### src/rtl/dac_sched_pkg.sv
// Shared types and constants for the DAC sample scheduler: FSM state encoding,
// accumulator width and the default 8 kHz sample divider for a 50 MHz clock.
package dac_sched_pkg;

  typedef enum logic [2:0] {
    IDLE,
    SCAN,
    REQ,
    WAIT,
    ISSUE
  } sched_state_e;

  // 18 bits holds the sum of four full-scale signed 16-bit voices without wrap.
  localparam int ACC_W              = 18;
  localparam int DEFAULT_SAMPLE_DIV = 6250;

endpackage

### src/rtl/dac_sched_tick.sv
// Free-running sample-rate divider: counts 0..SAMPLE_DIV-1 and flags the
// terminal count as a one-cycle tick.
module dac_sched_tick
  import dac_sched_pkg::*;
#(
  parameter int SAMPLE_DIV = DEFAULT_SAMPLE_DIV
) (
  input  logic CLOCK_50,
  input  logic iRST_N,
  output logic tick
);

  localparam int CNT_W = (SAMPLE_DIV > 1) ? $clog2(SAMPLE_DIV) : 1;
  localparam logic [CNT_W-1:0] LAST = CNT_W'(SAMPLE_DIV - 1);

  logic [CNT_W-1:0] count_q, count_d;

  always_comb begin
    count_d = (count_q == LAST) ? '0 : count_q + CNT_W'(1);
  end

  always_ff @(posedge CLOCK_50 or negedge iRST_N) begin
    if (!iRST_N) count_q <= '0;
    else         count_q <= count_d;
  end

  assign tick = (count_q == LAST);

endmodule

### src/rtl/dac_sample_scheduler.sv
// Per-tick voice polling and mixing into a single DAC sample.
// Define DAC_SCHED_SAT_EN to clamp the mix to 16-bit range instead of wrapping.
module dac_sample_scheduler
  import dac_sched_pkg::*;
#(
  parameter int SAMPLE_DIV = DEFAULT_SAMPLE_DIV,
  parameter int NVOICE     = 4,
  parameter int VTIMEOUT   = 8
) (
  input  logic                 CLOCK_50,
  input  logic                 iRST_N,
  input  logic [NVOICE-1:0]    voice_en,
  output logic [NVOICE-1:0]    voice_rd,
  input  logic [NVOICE-1:0]    voice_vld,
  input  logic [16*NVOICE-1:0] voice_sample,
  input  logic                 dac_busy,
  output logic [15:0]          dac_sample,
  output logic                 dac_go,
  input  logic                 err_clr,
  output logic                 overrun,
  output logic                 timeout
);

  // idx must reach NVOICE so "past the last voice" is representable.
  localparam int IDX_W = $clog2(NVOICE + 1);
  localparam int TO_W  = (VTIMEOUT > 1) ? $clog2(VTIMEOUT) : 1;

  logic tick;

  sched_state_e             state_q, state_d;
  logic [IDX_W-1:0]         idx_q, idx_d;
  logic [NVOICE-1:0]        en_q, en_d;
  logic signed [ACC_W-1:0]  acc_q, acc_d;
  logic [TO_W-1:0]          wait_cnt_q, wait_cnt_d;
  logic [NVOICE-1:0]        voice_rd_q, voice_rd_d;
  logic [15:0]              dac_sample_q, dac_sample_d;
  logic                     overrun_q, overrun_d;
  logic                     timeout_q, timeout_d;

  logic                     cur_en, cur_vld, rem_any;
  logic [15:0]              cur_sample;
  logic [NVOICE-1:0]        idx_onehot;
  logic [15:0]              mixed;

  dac_sched_tick #(.SAMPLE_DIV(SAMPLE_DIV)) u_tick (
    .CLOCK_50 (CLOCK_50),
    .iRST_N   (iRST_N),
    .tick     (tick)
  );

  // Select the current voice; rem_any tells SCAN whether any enabled voice is left.
  always_comb begin
    cur_en     = 1'b0;
    cur_vld    = 1'b0;
    cur_sample = '0;
    rem_any    = 1'b0;
    idx_onehot = '0;
    for (int i = 0; i < NVOICE; i++) begin
      if (idx_q == IDX_W'(i)) begin
        cur_en        = en_q[i];
        cur_vld       = voice_vld[i];
        cur_sample    = voice_sample[16*i +: 16];
        idx_onehot[i] = 1'b1;
      end
      if ((IDX_W'(i) >= idx_q) && en_q[i]) rem_any = 1'b1;
    end
  end

`ifdef DAC_SCHED_SAT_EN
  localparam logic signed [ACC_W-1:0] SAT_MAX = ACC_W'(32767);
  localparam logic signed [ACC_W-1:0] SAT_MIN = -ACC_W'(32768);

  always_comb begin
    if (acc_q > SAT_MAX)      mixed = 16'h7FFF;
    else if (acc_q < SAT_MIN) mixed = 16'h8000;
    else                      mixed = acc_q[15:0];
  end
`else
  always_comb begin
    mixed = acc_q[15:0];
  end
`endif

  always_comb begin
    state_d      = state_q;
    idx_d        = idx_q;
    en_d         = en_q;
    acc_d        = acc_q;
    wait_cnt_d   = wait_cnt_q;
    voice_rd_d   = '0;
    dac_sample_d = dac_sample_q;
    overrun_d    = overrun_q & ~err_clr;
    timeout_d    = timeout_q & ~err_clr;

    // A tick is only consumed from IDLE; anywhere else it is lost.
    if (tick && (state_q != IDLE)) overrun_d = 1'b1;

    case (state_q)
      IDLE: begin
        if (tick) begin
          state_d = SCAN;
          en_d    = voice_en;
          idx_d   = '0;
          acc_d   = '0;
        end
      end
      SCAN: begin
        if (cur_en) begin
          state_d    = REQ;
          voice_rd_d = idx_onehot;
          wait_cnt_d = '0;
        end else if (!rem_any) begin
          state_d      = ISSUE;
          dac_sample_d = mixed;
        end else begin
          idx_d = idx_q + IDX_W'(1);
        end
      end
      REQ: begin
        state_d = WAIT;
      end
      WAIT: begin
        if (cur_vld) begin
          acc_d   = acc_q + {{(ACC_W-16){cur_sample[15]}}, cur_sample};
          idx_d   = idx_q + IDX_W'(1);
          state_d = SCAN;
        end else if (wait_cnt_q == TO_W'(VTIMEOUT - 1)) begin
          timeout_d = 1'b1;
          idx_d     = idx_q + IDX_W'(1);
          state_d   = SCAN;
        end else begin
          wait_cnt_d = wait_cnt_q + TO_W'(1);
        end
      end
      ISSUE: begin
        if (!dac_busy) state_d = IDLE;
      end
      default: state_d = IDLE;
    endcase
  end

  always_ff @(posedge CLOCK_50 or negedge iRST_N) begin
    if (!iRST_N) begin
      state_q      <= IDLE;
      idx_q        <= '0;
      en_q         <= '0;
      acc_q        <= '0;
      wait_cnt_q   <= '0;
      voice_rd_q   <= '0;
      dac_sample_q <= '0;
      overrun_q    <= 1'b0;
      timeout_q    <= 1'b0;
    end else begin
      state_q      <= state_d;
      idx_q        <= idx_d;
      en_q         <= en_d;
      acc_q        <= acc_d;
      wait_cnt_q   <= wait_cnt_d;
      voice_rd_q   <= voice_rd_d;
      dac_sample_q <= dac_sample_d;
      overrun_q    <= overrun_d;
      timeout_q    <= timeout_d;
    end
  end

  // dac_sample is already stable for the whole ISSUE stay; go fires on the first non-busy cycle.
  assign dac_go     = (state_q == ISSUE) && !dac_busy;
  assign voice_rd   = voice_rd_q;
  assign dac_sample = dac_sample_q;
  assign overrun    = overrun_q;
  assign timeout    = timeout_q;

endmodule

### config.mk
export PLATFORM = sky130hd
export DESIGN_NAME = dac_sample_scheduler
export DESIGN_NICKNAME = d
export VERILOG_FILES = /design/src/rtl/dac_sched_pkg.sv /design/src/rtl/dac_sched_tick.sv /design/src/rtl/dac_sample_scheduler.sv
export SDC_FILE = /design/constraint.sdc
export NUM_CORES = 1
export LEC_CHECK = 0
export BUFFER_PORTS_ARGS = -buffer_cell sky130_fd_sc_hd__buf_2
export CORE_ASPECT_RATIO = 0.75
export CORE_UTILIZATION = 49
export DETAILED_ROUTE_END_ITERATION = 12
export GPL_ROUTABILITY_DRIVEN = 0
export PLACE_DENSITY = 0.77
export SLEW_MARGIN = 5
export SYNTH_ARGS = -nofsm -noshare
export SYNTH_HDL_FRONTEND = slang
export SYNTH_HIERARCHICAL = 1
export SYNTH_SLANG_ARGS = --single-unit
### constraint.sdc
create_clock -name CLOCK_50 -period 3.85 [get_ports CLOCK_50]
set_input_delay 0.385 -clock CLOCK_50 [delete_from_list [all_inputs] [get_ports CLOCK_50]]
set_output_delay 0.385 -clock CLOCK_50 [all_outputs]
set_load 0.1 [all_outputs]
* After elaboration in Yosys (flattened, before gate mapping)
Index checks and enable logic that the tools add are counted.
** Word-level totals
- Bits of input ports :: 76
- Output and inout bits :: 23
- Register bits :: 66
- Logic and storage cells :: 108
** Cells by class
- Muxes and demuxes :: 47
- Bitwise operators :: 5
- Reductions and logical operators :: 19
- Magnitude comparators :: 4
- $add $sub $neg :: 4
- Equality and inequality tests :: 19
** Operator list (count)
- 2-to-1 mux 16 bit :: 4
- 2-to-1 mux 3 bit :: 14
- 2-to-1 mux 18 bit :: 2
- case mux 18 bit (2 select lines) :: 1
- 2-to-1 mux 1 bit :: 20
- adder 18 bit :: 1
- != test 2 bit (second input constant) :: 8
- case mux 3 bit (5 select lines) :: 1
- adder 13 x 1 -> 13 bit (second input constant) :: 1
- equality test 13 bit (second input constant) :: 1
- 2-to-1 mux 13 bit :: 1
- equality test 3 x 2 -> 1 bit (second input constant) :: 4
- case mux 3 bit (3 select lines) :: 1
- 2-to-1 mux 4 bit :: 2
- AND reduction 4 bit :: 2
- adder 3 x 1 -> 3 bit (second input constant) :: 2
- equality test 3 x 1 -> 1 bit (second input constant) :: 2
- equality test 3 bit (second input constant) :: 2
- greater-or-equal comparator 1 x 3 -> 1 bit (first input constant) :: 2
- greater-or-equal comparator 2 x 3 -> 1 bit (first input constant) :: 2
- logical AND 1 bit :: 6
- zero test 3 bit :: 2
- != test 3 bit (second input constant) :: 2
- case mux 3 bit (2 select lines) :: 1
- 8 further kinds :: 14

* Longest topological paths before layout
- Word-level depth :: 9
- Depth in mapped cells :: 18
- Mapped depth without buffers :: 17

* Cells and area by module
The synthesis kept the hierarchy.
** By module, submodules not included
- dac_sample_scheduler :: instances 1, cells each 395, area each 3470.8 um^2, sequential area each 1276.2 um^2
- dac_sched_tick :: instances 1, cells each 60, area each 631.9 um^2, sequential area each 325.3 um^2

* Least setup slack after synthesis
No wires, ideal clock.
- Kind :: register to output
- Start :: register state_q[1]
- End :: output port dac_go
- Slack :: -252 ps
- Data arrival time :: 3717 ps
- Stages on the path, launching flop included :: 3
- Path buffers :: 1
- Cells stage by stage :: dfrtp_1 > clkbuf_1 > nor4b_1
** Between the ends
- Word-level cells in the longest chain between the ends :: 2
** RTL lines
- start, declared :: line dac_sample_scheduler.sv:30 : sched_state_e state_q, state_d;
- start signal, assigned :: line dac_sample_scheduler.sv:154 : state_q <= state_d;
- equality test 3 bit :: line dac_sample_scheduler.sv:167 : assign dac_go = (state_q == ISSUE) && !dac_busy;
- logical AND 1 bit :: line dac_sample_scheduler.sv:167
- end, declared :: line dac_sample_scheduler.sv:18 : output logic dac_go,
Every way passes these cells.

* Worst setup path in the final report
- Start :: register idx_q[1]
- End :: register acc_q[15]
** Between the ends
- Word-level cells in the longest chain between the ends :: 8
- Elaborated cells on any way between the ends :: 17
- Those cells by class :: add/sub: 1; eq/ne: 4; mux: 10; reduce/logical: 2
** RTL lines
- start, declared :: line dac_sample_scheduler.sv:31 : logic [IDX_W-1:0] idx_q, idx_d;
- start signal, assigned :: line dac_sample_scheduler.sv:155 : idx_q <= idx_d;
- zero test 3 bit :: line dac_sample_scheduler.sv:59 : if (idx_q == IDX_W'(i)) begin
- 2-to-1 mux 16 bit (4 in a row) :: line dac_sample_scheduler.sv:59
- adder 18 bit :: line dac_sample_scheduler.sv:124 : acc_d = acc_q + {{(ACC_W-16){cur_sample[15]}}, cur_sample};
- 2-to-1 mux 18 bit :: line dac_sample_scheduler.sv:123 : if (cur_vld) begin
- case mux 18 bit (2 select lines) :: line dac_sample_scheduler.sv:98 : case (state_q)
- end signal, assigned :: line dac_sample_scheduler.sv:147 : acc_q <= '0;
- end signal, assigned :: line dac_sample_scheduler.sv:157 : acc_q <= acc_d;
- end, declared :: line dac_sample_scheduler.sv:33 : logic signed [ACC_W-1:0] acc_q, acc_d;
Several ways; a longest one is shown, not always the timed one. The select of a mux whose other input is x is not followed.
A chain may end at the register's enable or synchronous reset.

==> results.md <==
- Placed Cells: 650
- FMAX: around 280 MHz
- Layout cells sized above 1: 0.299
- Total congestion overflow: 0
- Worst-Skew Late Latency: 350 ps
- Worst Skew: 10.9 ps
- Max Cap Viol: 0
- Post-Synth XOR/XNOR Area: 0.0384
- Share of the synthesized area in compound gates (AO/OA/AOI/OAI): 0.191
- CTS max path bufs: 2
- Simple-gate share of the synthesized area: 0.196
- Vias post-DR: ~3,800
- CTS Buf Count: 9
- Input/output buffers: 98
- Min-Delay Path Class: input pin to flop
- Async S/R FF share, synth: 1.00
- P per Cell Area: approximately 270 mW/mm2
- Flops & latches, synth: 64
- EDFF count, synth: 0
- Vias per inst: about 5.7
- Relative slew slack: 0.263
- GR Util All Layers: 0.237
- Crit end category: flop
- Minimum clock period: around 3500 ps
- Worst-path clk slew: about 80 ps
- Core Rows: 28
- Fin crit share: 0.913
- Clock Tree Root: clkbuf_8
- Worst Setup Start Kind: flop
- Yosys cell types: 57
- Number of global-route vias before repair: about 3,400
- DRC violations left: 0
- Worst Path Arrival: 3770 ps
- Final wirelength: 10.1 mm
- Post-route setup TNS: 0 ps
- Antenna-violating nets left: 0
- Post-Synthesis Cells: ~460
- Die ar.: ~0.0087 mm2
- CP Max Fanout: 12
- Total chip power: 0.00135 W
- Die height: between 80 and 90 um
- Area grow syn2layout: 21.5%
- Antenna Cells: 0
- Worst Max-Slew Pin Slew: 1110 ps
- Syn Nets: around 560
- Setup CP Type: flop to flop
- Post-Synthesis Cell Area: a little over 0.004 mm2
- Pin count of the biggest net entering global routing: 49
- Post-synthesis adder-cell area fraction: 0.0842
- Worst EP required: 4110 ps
- Io pins: 99
- Mux cell area share after synthesis: 0.0622
- Ys Warns: 6
- First-pass GRT wire length: approximately 16 mm
- Initial DRC count: 179
- Final Max Tran Viols: 0
- RSZ-0062 raised after global routing: false
- CTS Sinks: 64
- Avg Cell Area, Syn: 9.02 um2
- Antenna violations before repair: 0
- Hold Vio Cnt, Final: 0
- Max rail drop VDD: about 170 uV
- CTS tree: built
- Die width: around 110 um
- Initial core utilization: 0.514
- Ys flop type: dfrtp_1
- HPWL Detailed: 7.58 mm
- H-Tree Depth: 3
- Status: finished, final reports clean
- Detailed Routing Iterations Pass 1: 5
- Main combinational cell family by area after synthesis: simple AND/OR/NAND/NOR gates
- Nets@finish: 660
- Leakage: 2.39 nW
- Core Footprint: 0.00799 mm2
- WHS: between 200 and 250 ps
- Sequential fraction of the synthesis area: 0.390
- Final Non-Filler Cells: 667
- Per-cell routed wire length: approximately 15 um
- Setup Viol. Count Final: 0
-- flip-flops by register name (all words and copies together), names as in the netlist --
register	cells
overrun	1
timeout	1
u_tick/count_q	13
en_q	4
dac_sample	16
voice_rd	4
wait_cnt_q	3
idx_q	3
state_q	3
acc_q	16
-- layer usage --
layer	wire, um	global-route usage	up-vias
met5	0	0	-
met4	135	0.0753	0
met3	549	0.0578	13
met2	4650	0.358	109
met1	4720	0.335	1823
li1	-	-	1842
-- power by group --
group | total (W) | internal [W] | switching, W | leakage, nW
Clock | 0.000606 | 0.000335 | 0.000272 | 0.0948
Combinational | 0.0000609 | 0.0000317 | 0.0000292 | 1.45
Sequential | 0.000679 | 0.000676 | 0.00000323 | 0.843
-- placed cells by master (no fill, tap or decap), types with 3 or more instances in the layout --
cell | Yosys | routed
a21oi_1 | 52 | 51
a311oi_2 | 4 | 4
buf_2 | 3 | 98
buf_4 | 1 | 11
clkbuf_8 | 0 | 11
clkinvlp_4 | 0 | 3
dfrtp_1 | 64 | 63
ha_1 | 26 | 24
inv_1 | 20 | 20
mux2_2 | 19 | 19
mux2i_1 | 3 | 3
nand2_1 | 48 | 48
nand2b_1 | 4 | 4
nand3_1 | 42 | 42
nand4_1 | 4 | 4
nand4b_1 | 3 | 3
nor2_1 | 20 | 18
nor2_2 | 2 | 4
nor2b_1 | 7 | 6
nor3_1 | 6 | 6
nor3b_1 | 3 | 3
o21ai_0 | 37 | 37
o21ai_1 | 9 | 9
o31ai_1 | 4 | 4
or3_1 | 3 | 3
xnor2_1 | 10 | 10
xor2_1 | 8 | 8
-- layout make-up --
type | count | area, um2
repair buffers | 110 | 593
fillers | 670 | 3000
clock inverters | 4 | 52.6
inverters | 20 | 75.1
well taps | 105 | 131
clock buffers | 12 | 155
multi-input cells | 352 | 2370
flip-flops and latches | 64 | 1600
-- cells in the mapped netlist, types with 6 or more instances --
library cell	instances	area [um2]
mux2_2	19	214
xnor2_1	10	87.6
nand3_1	42	210
o21ai_0	37	185
xor2_1	8	70.1
o21ai_1	9	45.0
clkbuf_1	14	52.6
nor2_1	20	75.1
nand2_1	48	180
ha_1	26	325
dfrtp_1	64	1600
nor2b_1	7	43.8
inv_1	20	75.1
a21oi_1	52	260
nor3_1	6	30.0
-- stage by stage --
stage                     utilization  worst slack, ps  instance area (um2)
after floorplan                     -              279                 4110
after global placement          0.595              311                 4750
after detailed placement        0.595             91.3                 4750
after CTS                       0.621             51.9                 4960
after global routing            0.624             31.5                 4980
final                           0.624              335                 4980
-- repair_timing --
action	CTS	global route
setup buffers	0	1
resized for setup	0	6
hold endpoints to repair	0	0
endpoints found under the setup margin	0	7
hold buffers	0	0
-- final timing paths --
path / depth (start not counted) / slack, ps / from / endpoint
setup / recovery: 16 / 340 / idx_q[1] / acc_q[15]
setup reg to reg: 16 / 340 / idx_q[1] / acc_q[15]
hold / removal: 2 / 230 / err_clr / timeout
hold reg to reg: 1 / 490 / dac_sample[7] / dac_sample[7]
max in group asynchronous: 2 / 2780 / iRST_N / dac_sample[6]
min in group asynchronous: 1 / 250 / iRST_N / u_tick/count_q[2]
-- cells by family after synthesis --
family,after synthesis
simple gates,157
compound gates,127
flops,64
buf+inv,39
fa+ha+maj,27
mux,23
xor+xnor,18
-- critical path, cell delays in order (launching register included) --
cell and delay [ps]:
dfrtp_2 480, inv_1 110, ha_2 240, nor2b_4 210
buf_4 200, nand3_1 90, a21oi_1 140, a21oi_1 50
o21ai_0 190, ha_1 340, nand2_1 130, nor2_1 50
a211oi_1 270, o31ai_2 140, a311oi_2 290, mux2i_1 260
mux2i_1 230
No activity file was read; power rests on OpenSTA's default activity.
